File: src/rtl/control_fsm.sv
// Multi-cycle control FSM for the 16-bit datapath: decodes opcodes into datapath selects/enables,
// sequences two-cycle loads, HALT, single-step debug mode and a saturating retired-instruction count.
module control_fsm #(
   parameter int CNT_W = 16
) (
   input  logic             CLK,
   input  logic             RST,
   input  logic [4:0]       INST,
   input  logic             Zero,
   input  logic             step_mode,
   input  logic             step_req,
   output logic             PCSrc,
   output logic             RegSrc,
   output logic             RegWrEn,
   output logic             ALUSrc,
   output logic [2:0]       ALUopcode,
   output logic             DmemWrEn,
   output logic             WrSrc,
   output logic             PCEn,
   output logic             halted,
   output logic             illegal,
   output logic [CNT_W-1:0] inst_count
);

   typedef enum logic [1:0] {EXEC, MEM, WAIT, HALT} state_t;

   localparam logic [4:0] OP_NOP  = 5'b00000;
   localparam logic [4:0] OP_ADD  = 5'b00001;
   localparam logic [4:0] OP_SUB  = 5'b00010;
   localparam logic [4:0] OP_AND  = 5'b00011;
   localparam logic [4:0] OP_OR   = 5'b00100;
   localparam logic [4:0] OP_SLT  = 5'b00101;
   localparam logic [4:0] OP_ADDI = 5'b01000;
   localparam logic [4:0] OP_LW   = 5'b01001;
   localparam logic [4:0] OP_SW   = 5'b01010;
   localparam logic [4:0] OP_BEQ  = 5'b01100;
   localparam logic [4:0] OP_BNE  = 5'b01101;
   localparam logic [4:0] OP_HALT = 5'b11111;

   state_t state, state_next, retire_next;
   logic   mark_illegal;

   // A retired instruction (PCEn=1) bumps the counter; the counter holds at all-ones.
   always_ff @(posedge CLK) begin
      if (RST) begin
         state      <= step_mode ? WAIT : EXEC;
         illegal    <= 1'b0;
         inst_count <= '0;
      end else begin
         state <= state_next;
         if (mark_illegal)
            illegal <= 1'b1;
         if (PCEn && (inst_count != '1))
            inst_count <= inst_count + CNT_W'(1);
      end
   end

   assign retire_next = step_mode ? WAIT : EXEC;
   assign halted      = (state == HALT);

   always_comb begin
      PCSrc        = 1'b0;
      RegSrc       = 1'b0;
      RegWrEn      = 1'b0;
      ALUSrc       = 1'b0;
      ALUopcode    = 3'b000;
      DmemWrEn     = 1'b0;
      WrSrc        = 1'b0;
      PCEn         = 1'b0;
      mark_illegal = 1'b0;
      state_next   = state;

      case (state)
         EXEC: begin
            state_next = retire_next;
            case (INST)
               OP_NOP: PCEn = 1'b1;
               OP_ADD, OP_SUB, OP_AND, OP_OR, OP_SLT: begin
                  RegSrc    = 1'b1;
                  ALUopcode = INST[2:0] - 3'd1;
                  RegWrEn   = 1'b1;
                  WrSrc     = 1'b1;
                  PCEn      = 1'b1;
               end
               OP_ADDI: begin
                  ALUSrc  = 1'b1;
                  RegWrEn = 1'b1;
                  WrSrc   = 1'b1;
                  PCEn    = 1'b1;
               end
               // Address phase only; the write-back and retire happen in MEM.
               OP_LW: begin
                  ALUSrc     = 1'b1;
                  state_next = MEM;
               end
               OP_SW: begin
                  ALUSrc   = 1'b1;
                  DmemWrEn = 1'b1;
                  PCEn     = 1'b1;
               end
               OP_BEQ, OP_BNE: begin
                  ALUopcode = 3'b001;
                  PCSrc     = INST[0] ? ~Zero : Zero;
                  PCEn      = 1'b1;
               end
               OP_HALT: state_next = HALT;
               default: begin
                  PCEn         = 1'b1;
                  mark_illegal = 1'b1;
               end
            endcase
         end
         MEM: begin
            ALUSrc     = 1'b1;
            RegWrEn    = 1'b1;
            PCEn       = 1'b1;
            state_next = retire_next;
         end
         WAIT: begin
            if (step_req || !step_mode)
               state_next = EXEC;
         end
         HALT: state_next = HALT;
         default: state_next = EXEC;
      endcase

      // Reset wins over everything, including a load caught in MEM.
      if (RST) begin
         PCSrc        = 1'b0;
         RegSrc       = 1'b0;
         RegWrEn      = 1'b0;
         ALUSrc       = 1'b0;
         ALUopcode    = 3'b000;
         DmemWrEn     = 1'b0;
         WrSrc        = 1'b0;
         PCEn         = 1'b0;
         mark_illegal = 1'b0;
      end
   end

endmodule
File: config.mk
export PLATFORM = sky130hd
export DESIGN_NAME = control_fsm
export DESIGN_NICKNAME = d
export VERILOG_FILES = /design/src/rtl/control_fsm.sv
export SDC_FILE = /design/constraint.sdc
export NUM_CORES = 1
export LEC_CHECK = 0
export ABC_AREA = 0
export CAP_MARGIN = 20
export CORE_MARGIN = 1.5
export CORE_UTILIZATION = 45
export DETAILED_ROUTE_END_ITERATION = 12
export PLACE_DENSITY = 0.77
export SLEW_MARGIN = 20
export SYNTH_ARGS = -nofsm -noshare
export SYNTH_HDL_FRONTEND = slang
export SYNTH_SLANG_ARGS = --single-unit
File: constraint.sdc
create_clock -name CLK -period 2.82 [get_ports CLK]
set_clock_uncertainty 0.1 [all_clocks]
set_input_delay 0.564 -clock CLK [delete_from_list [all_inputs] [get_ports CLK]]
set_output_delay 0.564 -clock CLK [all_outputs]
set_load 0.01 [all_outputs]
# Yosys cells after proc, flatten, opt, wreduce, memory -nomap -nowiden
# Cells that the tools add are included.
dict set report word_totals {
  out_inout_bits 28
  reg_bits 19
  elab_cells 65
  inputBits 10
}
dict set report classes {
  reduce_logical 11
  mux 32
  bitwise_logic 1
  n_addsub 2
  n_eq_ne 16
}
# op count
set op_table {}
lappend op_table {{equality test 5 x 4 -> 1 bit (second input constant)} 5}
lappend op_table {{2-to-1 mux 1 bit} 21}
lappend op_table {{adder 16 x 1 -> 16 bit (second input constant)} 1}
lappend op_table {{!= test 16 bit (second input constant)} 1}
lappend op_table {{OR reduction 12 bit} 1}
lappend op_table {{equality test 5 x 2 -> 1 bit (second input constant)} 2}
lappend op_table {{equality test 5 x 3 -> 1 bit (second input constant)} 2}
lappend op_table {{one-hot mux 2 bit (4 select lines)} 1}
lappend op_table {{2-to-1 mux 2 bit} 3}
lappend op_table {{2-to-1 mux 3 bit} 2}
lappend op_table {{one-hot mux 1 bit (2 select lines)} 3}
lappend op_table {{one-hot mux 3 bit (2 select lines)} 1}
lappend op_table {{OR reduction 6 bit} 1}
lappend op_table {{equality test 5 x 1 -> 1 bit (second input constant)} 1}
lappend op_table {{equality test 5 bit (second input constant)} 1}
lappend op_table {{zero test 5 bit} 1}
lappend op_table {{OR reduction 5 bit} 1}
lappend op_table {{equality test 2 bit (second input constant)} 2}
lappend op_table {{one-hot mux 2 bit (2 select lines)} 1}
lappend op_table {{OR reduction 2 bit} 2}
lappend op_table {{!= test 3 bit (second input constant)} 1}
lappend op_table {{OR reduction 3 bit} 1}
lappend op_table {{subtractor 3 x 1 -> 3 bit (second input constant)} 1}
lappend op_table {{equality test 2 x 1 -> 1 bit (second input constant)} 1}
lappend op_table {{other kinds (5)} 5}

# Depth between registers and ports, before layout
dict set report depth {
  word_depth 6
  depth_mapped 8
  depth_no_buf 7
}

# Least setup slack after synthesis
# No wires, ideal clock.
dict set report synth_timing {
  kind {input-to-output}
  startpoint {input RST}
  endpoint {output PCSrc}
  arrival_time_ps 1741
  path_buffers 1
  cell_stages 4
  path_slack_ps 415
  path_cell_list {clkbuf_1 -> or3_1 -> or4_1 -> nor2_1}
}
dict set report synth_between {
  elab_chain_cells 1
}
# item line
set synth_rtl {}
lappend synth_rtl {{from (decl)} 7} ;# input logic RST,
lappend synth_rtl {{2-to-1 mux 1 bit} 128} ;# if (RST) begin
lappend synth_rtl {{to (decl)} 12} ;# output logic PCSrc,
# No other way between the ends.

# Worst setup path in the final report
dict set report layout_timing {
  startpoint {input INST[0]}
  endpoint {output ALUSrc}
}
dict set report layout_between {
  elab_chain_cells 5
  elab_cells_between_ends 7
}
# item line
set layout_rtl {}
lappend layout_rtl {{from (decl)} 8} ;# input logic [4:0] INST,
lappend layout_rtl {{equality test 5 x 4 -> 1 bit} 76} ;# case (INST)
lappend layout_rtl {{OR reduction 3 bit (no source line) *} --}
lappend layout_rtl {{2-to-1 mux 1 bit *} 76}
lappend layout_rtl {{one-hot mux 1 bit (2 select lines) *} 73} ;# case (state)
lappend layout_rtl {{2-to-1 mux 1 bit *} 128}
lappend layout_rtl {{to (decl)} 15} ;# output logic ALUSrc,
# Every way passes the cells marked *; elsewhere a longest branch is shown, timed or not.

==> impl_metrics.yaml <==
synth:
  netlist_area_mm2: 0.00125
  seq_area_frac_synth_pct: 32.0
  syn-num-nets: 176
  synth_top_area_cell: "dfxtp_1"
  synthCells: 161
  ys_types: 41
  synthTopCellsByArea: "dfxtp_1 27%, nor2_1 6.0%, ha_1 5.0%, edfxtp_1 4.8%, nand2_1 4.8%"
  async_flop_share_pct: 0
  syn_area_per_cell_um2: 7.77
  ys_ff_latch: 19
  yosys_warnings: 0
  synth_top_area_share_pct: 27.2
  synth_edf_count: 2
  synthFlopType: "dfxtp_1"
power:
  vdd_ir_drop_max_v: 0.000285
  swShare_pct: 29.3
  combinationalPowerShare_pct: 24.9
  p_int_mw: 0.410
  power_density_mw_per_mm2: 314
  leakage_nw: 0.753
  p_switching_mw: 0.170
  power_frac_clock_pct: 24.7
  seqPwrFrac_pct: 50.4
placed_design:
  io_buffers: 37
  gp_congestion: 0.958
  hpwl_um: 2670
  placed_cells: 244
clock_tree:
  clock_path_buffers: 2
  cts_tree: "built"
  cts_sinks: 19
  insertion_delay_ns: 0.31
  htreeDepth: 1
  clk_pin_slew_ns: 0.12
  root_buffer: "clkbuf_4"
  cts_buffers: 3
floorplan:
  io-pin-count: 38
  die_h_um: 55.7
  design.die.area_mm2: 0.00311
  coreArea_mm2: 0.00254
  rows: 18
  initial_core_util_pct: 49.2
  dieWidth_um: 55.7
grt:
  grt_pass1_vias: 1344
  grt_pass1_wl_um: 6010
  antenna_found_initial: 0
  grt_max_degree: 27
  gr-total-overflow: 0
  grt_use_total_pct: 23.7
detailed_routing:
  drcViolationCount: 0
  viasPerCell: 5.66
  dr.pass1.iters: 4
  post_drt_wl_per_cell_um: 14.5
  via_count: 1416
  drt-initial-drc-count: 40
  wl_um: 3620
  ant_nets: 0
worst_setup_path:
  end_kind: "output port"
  reg2reg_depth: 6
  start_kind: "input pin"
  slowest_stage: "or3_1"
  arrival_ns: 2.10
  crit_fanout: 4
  cp_top_family: "buffers and inverters"
  cp.depth: 8
  endpoint: "ALUSrc"
  slowest_delay_ns: 0.34
  r2r-end: "inst_count[3]$_SDFFE_PP0P_"
  path_cells: "clkdlybuf4s15_2 > inv_1 > ha_1 > buf_4 > or3_1 > a21oi_1 > nor2_1 > dlygate4sd2_1"
  critical_path.startpoint: "INST[0]"
  critPathKind: "input pin to output port"
  cp_num_buf_inv: 4
  r2r_start: "inst_count[0]$_SDFFE_PP0P_"
  reg2reg_setup_slack_ns: 0.59
  cp_data_required_time_ns: 2.16
sta:
  setup_violations: 0
  final_max_slew_viol_count: 0
  rsz0062_at_grt: "false"
  clock.fmax_ghz: 0.362
  worstMarginPinSlew_ns: 0.651
  slew_headroom_pct: 56.1
  fin_crit_ns: 2.76
  period_share_pct: 97.8
  finalHoldViolCount: 0
status:
  status: "finished, final reports clean"
cells_and_area:
  fin_util_pct: 72.6
  drive_above_1_share_pct: 22.3
  finalNetCount: 236
  syn_to_final_growth_pct: 47.6
  diodes: 0
  stdcell_count: 250
flow_run:
  maxCapViolations: 0
worst_hold_path:
  hp-class: "register to register"
final cells by class:
| type | count | area [um2] |
|---|---|---|
| multi-input combinational | 127 | 816 |
| fill | 217 | 698 |
| timing repair buffer | 62 | 536 |
| sequential | 19 | 400 |
| tap | 30 | 37.5 |
| inverter | 8 | 30.0 |
| clock buffer | 3 | 22.5 |
| clock inverter | 1 | 5.00 |
stage by stage:
stage	setup TNS (ns)	setup slack (ns)	power, mW	instance area (um2)	hold slack, ns
after floorplan	0	0.415	0.361	1250	0.394
after global placement	-3.65	-0.472	0.433	1800	0.361
after detailed placement	-3.99	-0.510	0.437	1800	0.371
after CTS	0	0.00631	0.578	1860	0.389
after global routing	0	0.000180	0.609	1850	0.419
final	0	0.0610	0.579	1850	0.381
worst min-delay path by stage:
stage	start	to	slack [ns]	depth (start not counted)
after floorplan	illegal$_SDFFE_PP0P_	illegal$_SDFFE_PP0P_	0.39	2
after global routing	illegal$_SDFFE_PP0P_	illegal$_SDFFE_PP0P_	0.42	2
after global placement	illegal$_SDFFE_PP0P_	illegal$_SDFFE_PP0P_	0.36	2
after detailed placement	illegal$_SDFFE_PP0P_	illegal$_SDFFE_PP0P_	0.37	2
final	illegal$_SDFFE_PP0P_	illegal$_SDFFE_PP0P_	0.38	2
after CTS	illegal$_SDFFE_PP0P_	illegal$_SDFFE_PP0P_	0.39	2
power groups by stage:
stage,registers (mW),logic (mW),clock network (mW)
6_report,0.292,0.144,0.143
5_1_grt,0.293,0.154,0.161
4_1_cts,0.292,0.142,0.144
3_5_place_dp,0.297,0.140,0
3_3_place_gp,0.297,0.136,0
2_1_floorplan,0.298,0.0623,0
repair_timing:
item	4_1_cts	5_1_grt
gates resized for setup	29	3
setup endpoints to repair	10	2
hold buffers	0	0
pin swaps	1	0
hold endpoints to repair	0	0
buffers inserted	2	0
cells by family (layout without fill, tap and decap cells):
logic type	after synthesis	after routing	share of synthesized area [%]
xor gates and xnor gates	8	8	5.60
adders and majority gates	5	5	5.00
muxes	3	3	2.40
DFF	19	19	32.0
and+or+nand+nor	88	88	38.5
AOI/OAI and AO/OA	23	23	11.3
buffers and inverters	15	74	5.20
tightest hold or removal path: stages, from the launching register on:
cell,delay (ns)
dfxtp_1,0.33
inv_1,0.05
o22ai_1,0.07
cell usage after synthesis, types with 2 or more instances:
cell      instances
a21oi_1           9
and3_1            3
clkbuf_1          5
dfxtp_1          17
edfxtp_1          2
ha_1              5
inv_1             8
mux2i_1           3
nand2_1          16
nand2b_1          5
nand3_1           5
nand4_1           8
nand4_2           2
nor2_1           20
nor2b_1           2
nor3_1            4
nor3b_1           2
nor4_1            4
o21ai_0           4
or2_2             2
or3_1             5
or4_1             5
xnor2_1           5
xor2_1            3
sequential cells by signal (all words and copies together) (netlist names):
signal / flops
illegal: 1
inst_count: 16
state: 2
cells in the final DEF (no fill, tap or decap), types with 2 or more instances in the layout:
master / count
a21oi_1: 8
and3_1: 3
buf_4: 25
clkbuf_2: 2
clkbuf_4: 3
clkdlybuf4s15_2: 2
clkdlybuf4s50_1: 24
dfxtp_1: 17
dlygate4sd2_1: 8
edfxtp_1: 2
ha_1: 2
ha_2: 3
inv_1: 8
mux2i_1: 3
nand2_1: 16
nand2b_1: 5
nand3_1: 5
nand4_1: 8
nand4_2: 2
nor2_1: 20
nor2b_1: 2
nor3_1: 3
nor3_2: 2
nor4_1: 4
o21ai_0: 4
or2_2: 2
or3_1: 4
or4_1: 4
xnor2_1: 5
xor2_1: 3
per-layer routing:
layer  global-route usage (%)  wire length (um)  up-vias
met4                     6.62                19        0
met2                     38.4              1670       65
met3                     5.58               283        5
met1                     31.4              1650      654
met5                        0                 0        -
li1                         -                 -      692
(Power assumes the default switching activity.)
